--- config.mk ---
export PLATFORM = sky130hd
export DESIGN_NAME = instr_encoder_loader_flat
export DESIGN_NICKNAME = d
export VERILOG_FILES = /design/src/rtl/instr_encoder_loader_if.sv /design/src/rtl/instr_encoder_loader.sv /design/src/flat_wrapper.sv
export SDC_FILE = /design/constraint.sdc
export NUM_CORES = 1
export LEC_CHECK = 0
export CAP_MARGIN = 10
export CORE_UTILIZATION = 40
export CTS_CLUSTER_SIZE = 40
export DETAILED_ROUTE_END_ITERATION = 8
export HOLD_SLACK_MARGIN = 0.06
export PLACE_DENSITY = 0.77
export SYNTH_ARGS = -nofsm -noshare
export SYNTH_HDL_FRONTEND = slang
export SYNTH_SLANG_ARGS = --single-unit
--- constraint.sdc ---
create_clock -name clk -period 1.7 [get_ports clk]
set_clock_uncertainty 0.2 [all_clocks]
set_input_delay 0.425 -clock clk [delete_from_list [all_inputs] [get_ports clk]]
set_output_delay 0.425 -clock clk [all_outputs]
set_load 0.05 [all_outputs]
--- src/rtl/instr_encoder_loader_if.sv ---
// rtl/instr_encoder_loader_if.sv - host instruction stream and imem write port bundle
interface instr_encoder_loader_if #(
   parameter int ADDR_W = 6
);
   logic              in_valid;
   logic              in_ready;
   logic [3:0]        in_mnem;
   logic [4:0]        in_rs;
   logic [4:0]        in_rt;
   logic [4:0]        in_rd;
   logic [15:0]       in_imm;
   logic [25:0]       in_target;
   logic              in_last;
   logic              imem_we;
   logic [ADDR_W-1:0] imem_addr;
   logic [31:0]       imem_wdata;

   modport master (
      output in_valid, in_mnem, in_rs, in_rt, in_rd, in_imm, in_target, in_last,
      input  in_ready, imem_we, imem_addr, imem_wdata
   );

   modport slave (
      input  in_valid, in_mnem, in_rs, in_rt, in_rd, in_imm, in_target, in_last,
      output in_ready, imem_we, imem_addr, imem_wdata
   );
endinterface

--- src/rtl/instr_encoder_loader.sv ---
// rtl/instr_encoder_loader.sv - packs symbolic instructions into MIPS words and loads imem
module instr_encoder_loader #(
   parameter int ADDR_W    = 6,
   parameter int DEPTH     = 64,
   parameter int BASE_ADDR = 0
) (
   input  logic                 clk,
   input  logic                 rst_n,
   input  logic                 start,
   instr_encoder_loader_if.slave bus,
   output logic [ADDR_W:0]      wr_count,
   output logic                 busy,
   output logic                 done,
   output logic                 full,
   output logic                 err_invalid
);
   typedef enum logic [1:0] {IDLE = 2'd0, LOAD = 2'd1, DONE = 2'd2} state_t;

   localparam logic [ADDR_W-1:0] BASE      = ADDR_W'(BASE_ADDR);
   localparam logic [ADDR_W:0]   DEPTH_CNT = (ADDR_W+1)'(DEPTH);

   state_t            state;
   logic              closing;
   logic [ADDR_W-1:0] next_addr;
   logic              accept;
   logic              mnem_ok;

   function automatic logic [31:0] encode(
      input logic [3:0]  mnem,
      input logic [4:0]  rs,
      input logic [4:0]  rt,
      input logic [4:0]  rd,
      input logic [15:0] imm,
      input logic [25:0] target
   );
      case (mnem)
         4'd0:    encode = {6'b000000, rs, rt, rd, 5'b00000, 6'b100000};
         4'd1:    encode = {6'b000000, rs, rt, rd, 5'b00000, 6'b100010};
         4'd2:    encode = {6'b000000, rs, rt, rd, 5'b00000, 6'b100100};
         4'd3:    encode = {6'b000000, rs, rt, rd, 5'b00000, 6'b100101};
         4'd4:    encode = {6'b000000, rs, rt, rd, 5'b00000, 6'b101010};
         4'd5:    encode = {6'b100011, rs, rt, imm};
         4'd6:    encode = {6'b101011, rs, rt, imm};
         4'd7:    encode = {6'b000100, rs, rt, imm};
         4'd8:    encode = {6'b001000, rs, rt, imm};
         4'd9:    encode = {6'b001100, rs, rt, imm};
         4'd10:   encode = {6'b001101, rs, rt, imm};
         4'd11:   encode = {6'b001010, rs, rt, imm};
         4'd12:   encode = {6'b000010, target};
         default: encode = 32'd0;
      endcase
   endfunction

   // closing drops in_ready for the write cycle of a last/filling word so nothing is lost
   assign bus.in_ready = (state == LOAD) && !closing;
   assign busy         = (state == LOAD);
   assign accept       = bus.in_valid && bus.in_ready;
   assign mnem_ok      = (bus.in_mnem <= 4'd12);

   always_ff @(posedge clk) begin
      if (!rst_n) begin
         state          <= IDLE;
         closing        <= 1'b0;
         next_addr      <= BASE;
         wr_count       <= '0;
         done           <= 1'b0;
         full           <= 1'b0;
         err_invalid    <= 1'b0;
         bus.imem_we    <= 1'b0;
         bus.imem_addr  <= '0;
         bus.imem_wdata <= '0;
      end else begin
         bus.imem_we <= 1'b0;
         case (state)
            IDLE, DONE: begin
               if (start) begin
                  state       <= LOAD;
                  closing     <= 1'b0;
                  next_addr   <= BASE;
                  wr_count    <= '0;
                  done        <= 1'b0;
                  full        <= 1'b0;
                  err_invalid <= 1'b0;
               end
            end
            LOAD: begin
               if (closing) begin
                  state   <= DONE;
                  closing <= 1'b0;
                  done    <= 1'b1;
                  full    <= (wr_count == DEPTH_CNT);
               end else if (accept) begin
                  if (mnem_ok) begin
                     bus.imem_we    <= 1'b1;
                     bus.imem_addr  <= next_addr;
                     bus.imem_wdata <= encode(bus.in_mnem, bus.in_rs, bus.in_rt, bus.in_rd,
                                              bus.in_imm, bus.in_target);
                     next_addr      <= next_addr + 1'b1;
                     wr_count       <= wr_count + 1'b1;
                     closing        <= bus.in_last || (wr_count + 1'b1 == DEPTH_CNT);
                  end else begin
                     err_invalid <= 1'b1;
                     closing     <= bus.in_last;
                  end
               end
            end
            default: state <= IDLE;
         endcase
      end
   end
endmodule

--- src/flat_wrapper.sv ---
// flat-port wrapper written by rule: the top's interface ports become plain ports
module instr_encoder_loader_flat 
#(
   parameter int ADDR_W    = 6,
   parameter int DEPTH     = 64,
   parameter int BASE_ADDR = 0
)
  (clk, rst_n, start, wr_count, busy, done, full, err_invalid, bus_in_valid, bus_in_mnem, bus_in_rs, bus_in_rt, bus_in_rd, bus_in_imm, bus_in_target, bus_in_last, bus_in_ready, bus_imem_we, bus_imem_addr, bus_imem_wdata);
  instr_encoder_loader_if #(.ADDR_W(ADDR_W)) bus_i ();
  input  logic clk;
  input  logic rst_n;
  input  logic start;
  output logic [ADDR_W:0] wr_count;
  output logic busy;
  output logic done;
  output logic full;
  output logic err_invalid;
  input wire logic [$bits(bus_i.in_valid)-1:0] bus_in_valid;
  input wire logic [$bits(bus_i.in_mnem)-1:0] bus_in_mnem;
  input wire logic [$bits(bus_i.in_rs)-1:0] bus_in_rs;
  input wire logic [$bits(bus_i.in_rt)-1:0] bus_in_rt;
  input wire logic [$bits(bus_i.in_rd)-1:0] bus_in_rd;
  input wire logic [$bits(bus_i.in_imm)-1:0] bus_in_imm;
  input wire logic [$bits(bus_i.in_target)-1:0] bus_in_target;
  input wire logic [$bits(bus_i.in_last)-1:0] bus_in_last;
  output wire logic [$bits(bus_i.in_ready)-1:0] bus_in_ready;
  output wire logic [$bits(bus_i.imem_we)-1:0] bus_imem_we;
  output wire logic [$bits(bus_i.imem_addr)-1:0] bus_imem_addr;
  output wire logic [$bits(bus_i.imem_wdata)-1:0] bus_imem_wdata;
  assign bus_i.in_valid = bus_in_valid;
  assign bus_i.in_mnem = bus_in_mnem;
  assign bus_i.in_rs = bus_in_rs;
  assign bus_i.in_rt = bus_in_rt;
  assign bus_i.in_rd = bus_in_rd;
  assign bus_i.in_imm = bus_in_imm;
  assign bus_i.in_target = bus_in_target;
  assign bus_i.in_last = bus_in_last;
  assign bus_in_ready = bus_i.in_ready;
  assign bus_imem_we = bus_i.imem_we;
  assign bus_imem_addr = bus_i.imem_addr;
  assign bus_imem_wdata = bus_i.imem_wdata;
  instr_encoder_loader #(.ADDR_W(ADDR_W), .DEPTH(DEPTH), .BASE_ADDR(BASE_ADDR)) u_core (.clk(clk), .rst_n(rst_n), .start(start), .bus(bus_i), .wr_count(wr_count), .busy(busy), .done(done), .full(full), .err_invalid(err_invalid));
endmodule
==> metrics.md <==
| Metric | Value |
|---|---|
| Clock Latency Late Sink | 330 ps |
| DR pass1 iterations | 4 |
| CTS buffer count | 9 |
| Synth async-reset ratio | 0% |
| Root Driver | clkbuf_8 |
| Worst Slack Setup Final | -56.6 ps |
| CP Data Arrival Time | 1130 ps |
| WL per Instance | 16.8 microns |
| # setup viols final | 3 |
| Clock Path Buffers | 2 |
| Synth area leaders | dfxtp_1 37%, nand2_1 5.1%, a221oi_1 4.6% |
| DP Worst Slack | -660 ps |
| IO buf count | 115 |
| N_diodes | 0 |
| Status | finished with violations |
| Die area | 0.00805 sq mm |
| Synth unique cells | 48 |
| Clock transition at the registers of the reported paths | 80 ps |
| Synthesized area | 0.00308 sq mm |
| Vias in the first global route | 3590 |
| Syn Nets | 445 |
| Final Critical Period | 1760 ps |
| Synth cell count leaders | 57 x dfxtp_1, 42 x nand2_1, 25 x nor2_1 |
| Layout cells sized above 1 | 33.3% |
| Post-CTS Hold Buffers | 0 |
| Period utilization | 103% |
| Top FF cell, synth | dfxtp_1 |
| Residual DRC count | 0 |
| Chip height | 89.7 microns |
| Area Growth Syn to Fin | 83.6% |
| Number of fill cells in the layout | 452 |
| Failing checks | negative setup slack |
| Yosys reg bits | 57 |
| GR Util All Layers | 25.9% |
| GPL Wtd Cong | 0.848 |
| Vias per cell | 5.52 |
| Fin Setup TNS | -84.6 ps |
| Crit Path Category | flip-flop to output pin |
| Synth warn | 0 |
| Routed wire length | 10500 microns |
| Peak Freq | 569 MHz |
| VDD IR max | 0.000564 V |
| Biggest area consumer among synthesized cells | dfxtp_1 |
| CTS tree | yes |
| Max-Cap Viols | 0 |
| Register area share after synthesis | 37.1% |
| Pwr/cell area | 688 mW/mm^2 |
| Hold Path Class | flip-flop to flip-flop |
| Final Slew Violations | 0 |
| GRT overflow | 0 |
| Cell count after synthesis | 376 |
| Largest net degree at the start of global routing | 55 |
| Core area | 0.00733 sq mm |
| CTS sink cnt | 57 |
| Initial antenna violation count | 0 |
| Top cell type's share of synthesized area | 37.1% |
| Row cnt | 31 |
| Mean Syn Cell Area | 8.19 sq um |
| Die Span X | 89.7 microns |
| Layout Nets | 589 |
| First DRT Iteration DRCs | 149 |
| Dpl hpwl | 7020 microns |
| Placed inst area | 0.00510 sq mm |
| Via count | 3445 |
| RSZ-0062 raised after global routing | yes |
| Final Cell Area | 0.00565 sq mm |
| ANT nets after route | 0 |
| Post-synth EDFFs | 0 |
| CP Capture Type | output pin |
| Leakage | 2.22 nW |
| Final Hold Violating Endpoints | 0 |
| Kind of start point of the critical path | flip-flop |
| Initial cell density of the core | 42.0% |
| Data required time of the critical path | 1070 ps |
| Ports | 117 |
| H-tree depth | 3 |
| Count leader, synth | dfxtp_1 |
| First-pass GRT wire length | 17000 microns |
| Worst-path fanout max | 3 |
## flip-flops by register name (all words and copies together), names as in the netlist
register	count
u_core.bus.imem_wdata	31
u_core.wr_count	7
u_core.bus.imem_addr	6
u_core.next_addr	6
u_core.state	2
u_core.bus.imem_we	1
u_core.closing	1
u_core.done	1
u_core.err_invalid	1
u_core.full	1
## routing by layer
layer  track usage (%)  part of all wire (%)  up-vias
met5                 0                     0        -
met1              28.8                    38     1641
li1                  -                     -     1638
met2              46.7                    52      136
met3              5.67                   6.4       30
met4              12.0                   3.1        0
## final cells by class
class	count	area, sq um	area share, %
Timing Repair Buffer	161	2110	37.4
Sequential cell	57	1160	20.6
Clock inverter	7	93.8	1.66
Multi-Input combinational cell	269	1950	34.6
Tap cell	99	124	2.19
Clock buffer	9	124	2.19
Inverter	22	82.6	1.46
## report_power, final
part	internal, mW	total, mW	switching [mW]
Combinational	0.540	1.05	0.507
Sequential	1.38	1.44	0.0571
Clock	0.824	1.40	0.578
Total	2.74	3.89	1.14
## worst paths after layout
kind / cells past startpoint / start / slack, ps / end
setup / recovery: 3 / u_core.state[1] / -60 / bus_in_ready
hold reg to reg: 2 / u_core.next_addr[1] / 290 / u_core.next_addr[1]
hold / removal: 2 / u_core.next_addr[1] / 290 / u_core.next_addr[1]
setup reg to reg: 6 / u_core.state[1] / 0 / u_core.closing
## layout by cell type (no fill, tap or decap), drive strengths merged, types with 5 or more instances in the layout
master	Yosys	routed
nor2	26	27
a221oi	16	16
and3	5	5
nand2	42	42
mux2i	5	5
o21ai	24	24
o22ai	6	6
nor2b	11	11
nand3	9	9
nand2b	10	10
clkdlybuf4s50	0	59
buf	11	95
clkbuf	18	12
o211ai	9	9
inv	22	23
nor3b	13	13
dfxtp	57	57
o221ai	6	6
a21oi	14	14
a21boi	20	20
mux2	5	5
a31oi	6	6
and2	6	6
## worst max-delay path, cell delays in order, from the launching register on
cell and delay, ps:
dfxtp_4 360, nand2b_4 170, nor2_4 120, buf_12 150
## stage by stage
step,power [mW],util [%],instances,hold WS [ps]
floorplan,1.90,-,376,249
global placement,2.39,69.5,599,267
detailed placement,2.42,69.5,599,282
CTS,3.86,75.3,623,301
global route,4.03,77.1,624,324
finish,3.89,77.1,624,292
## repair_timing
action | in CTS | in global routing
setup endpoints to repair | 55 | 40
cloned | 1 | 1
setup buffers | 7 | 0
gates resized for setup | 46 | 35
pin swaps | 8 | 7
## cell families after synthesis
logic type	Yosys count	synth area share (%)
AO/OA/AOI/OAI	119	27.8
multiplexers	10	3.45
buffers and inverters	51	7.07
other	1	0.122
flip-flops	57	37.1
XOR/XNOR	2	0.569
adder cells (fa/ha/maj)	3	1.22
AND/OR/NAND/NOR	133	22.7
(Power assumes the default switching activity.)
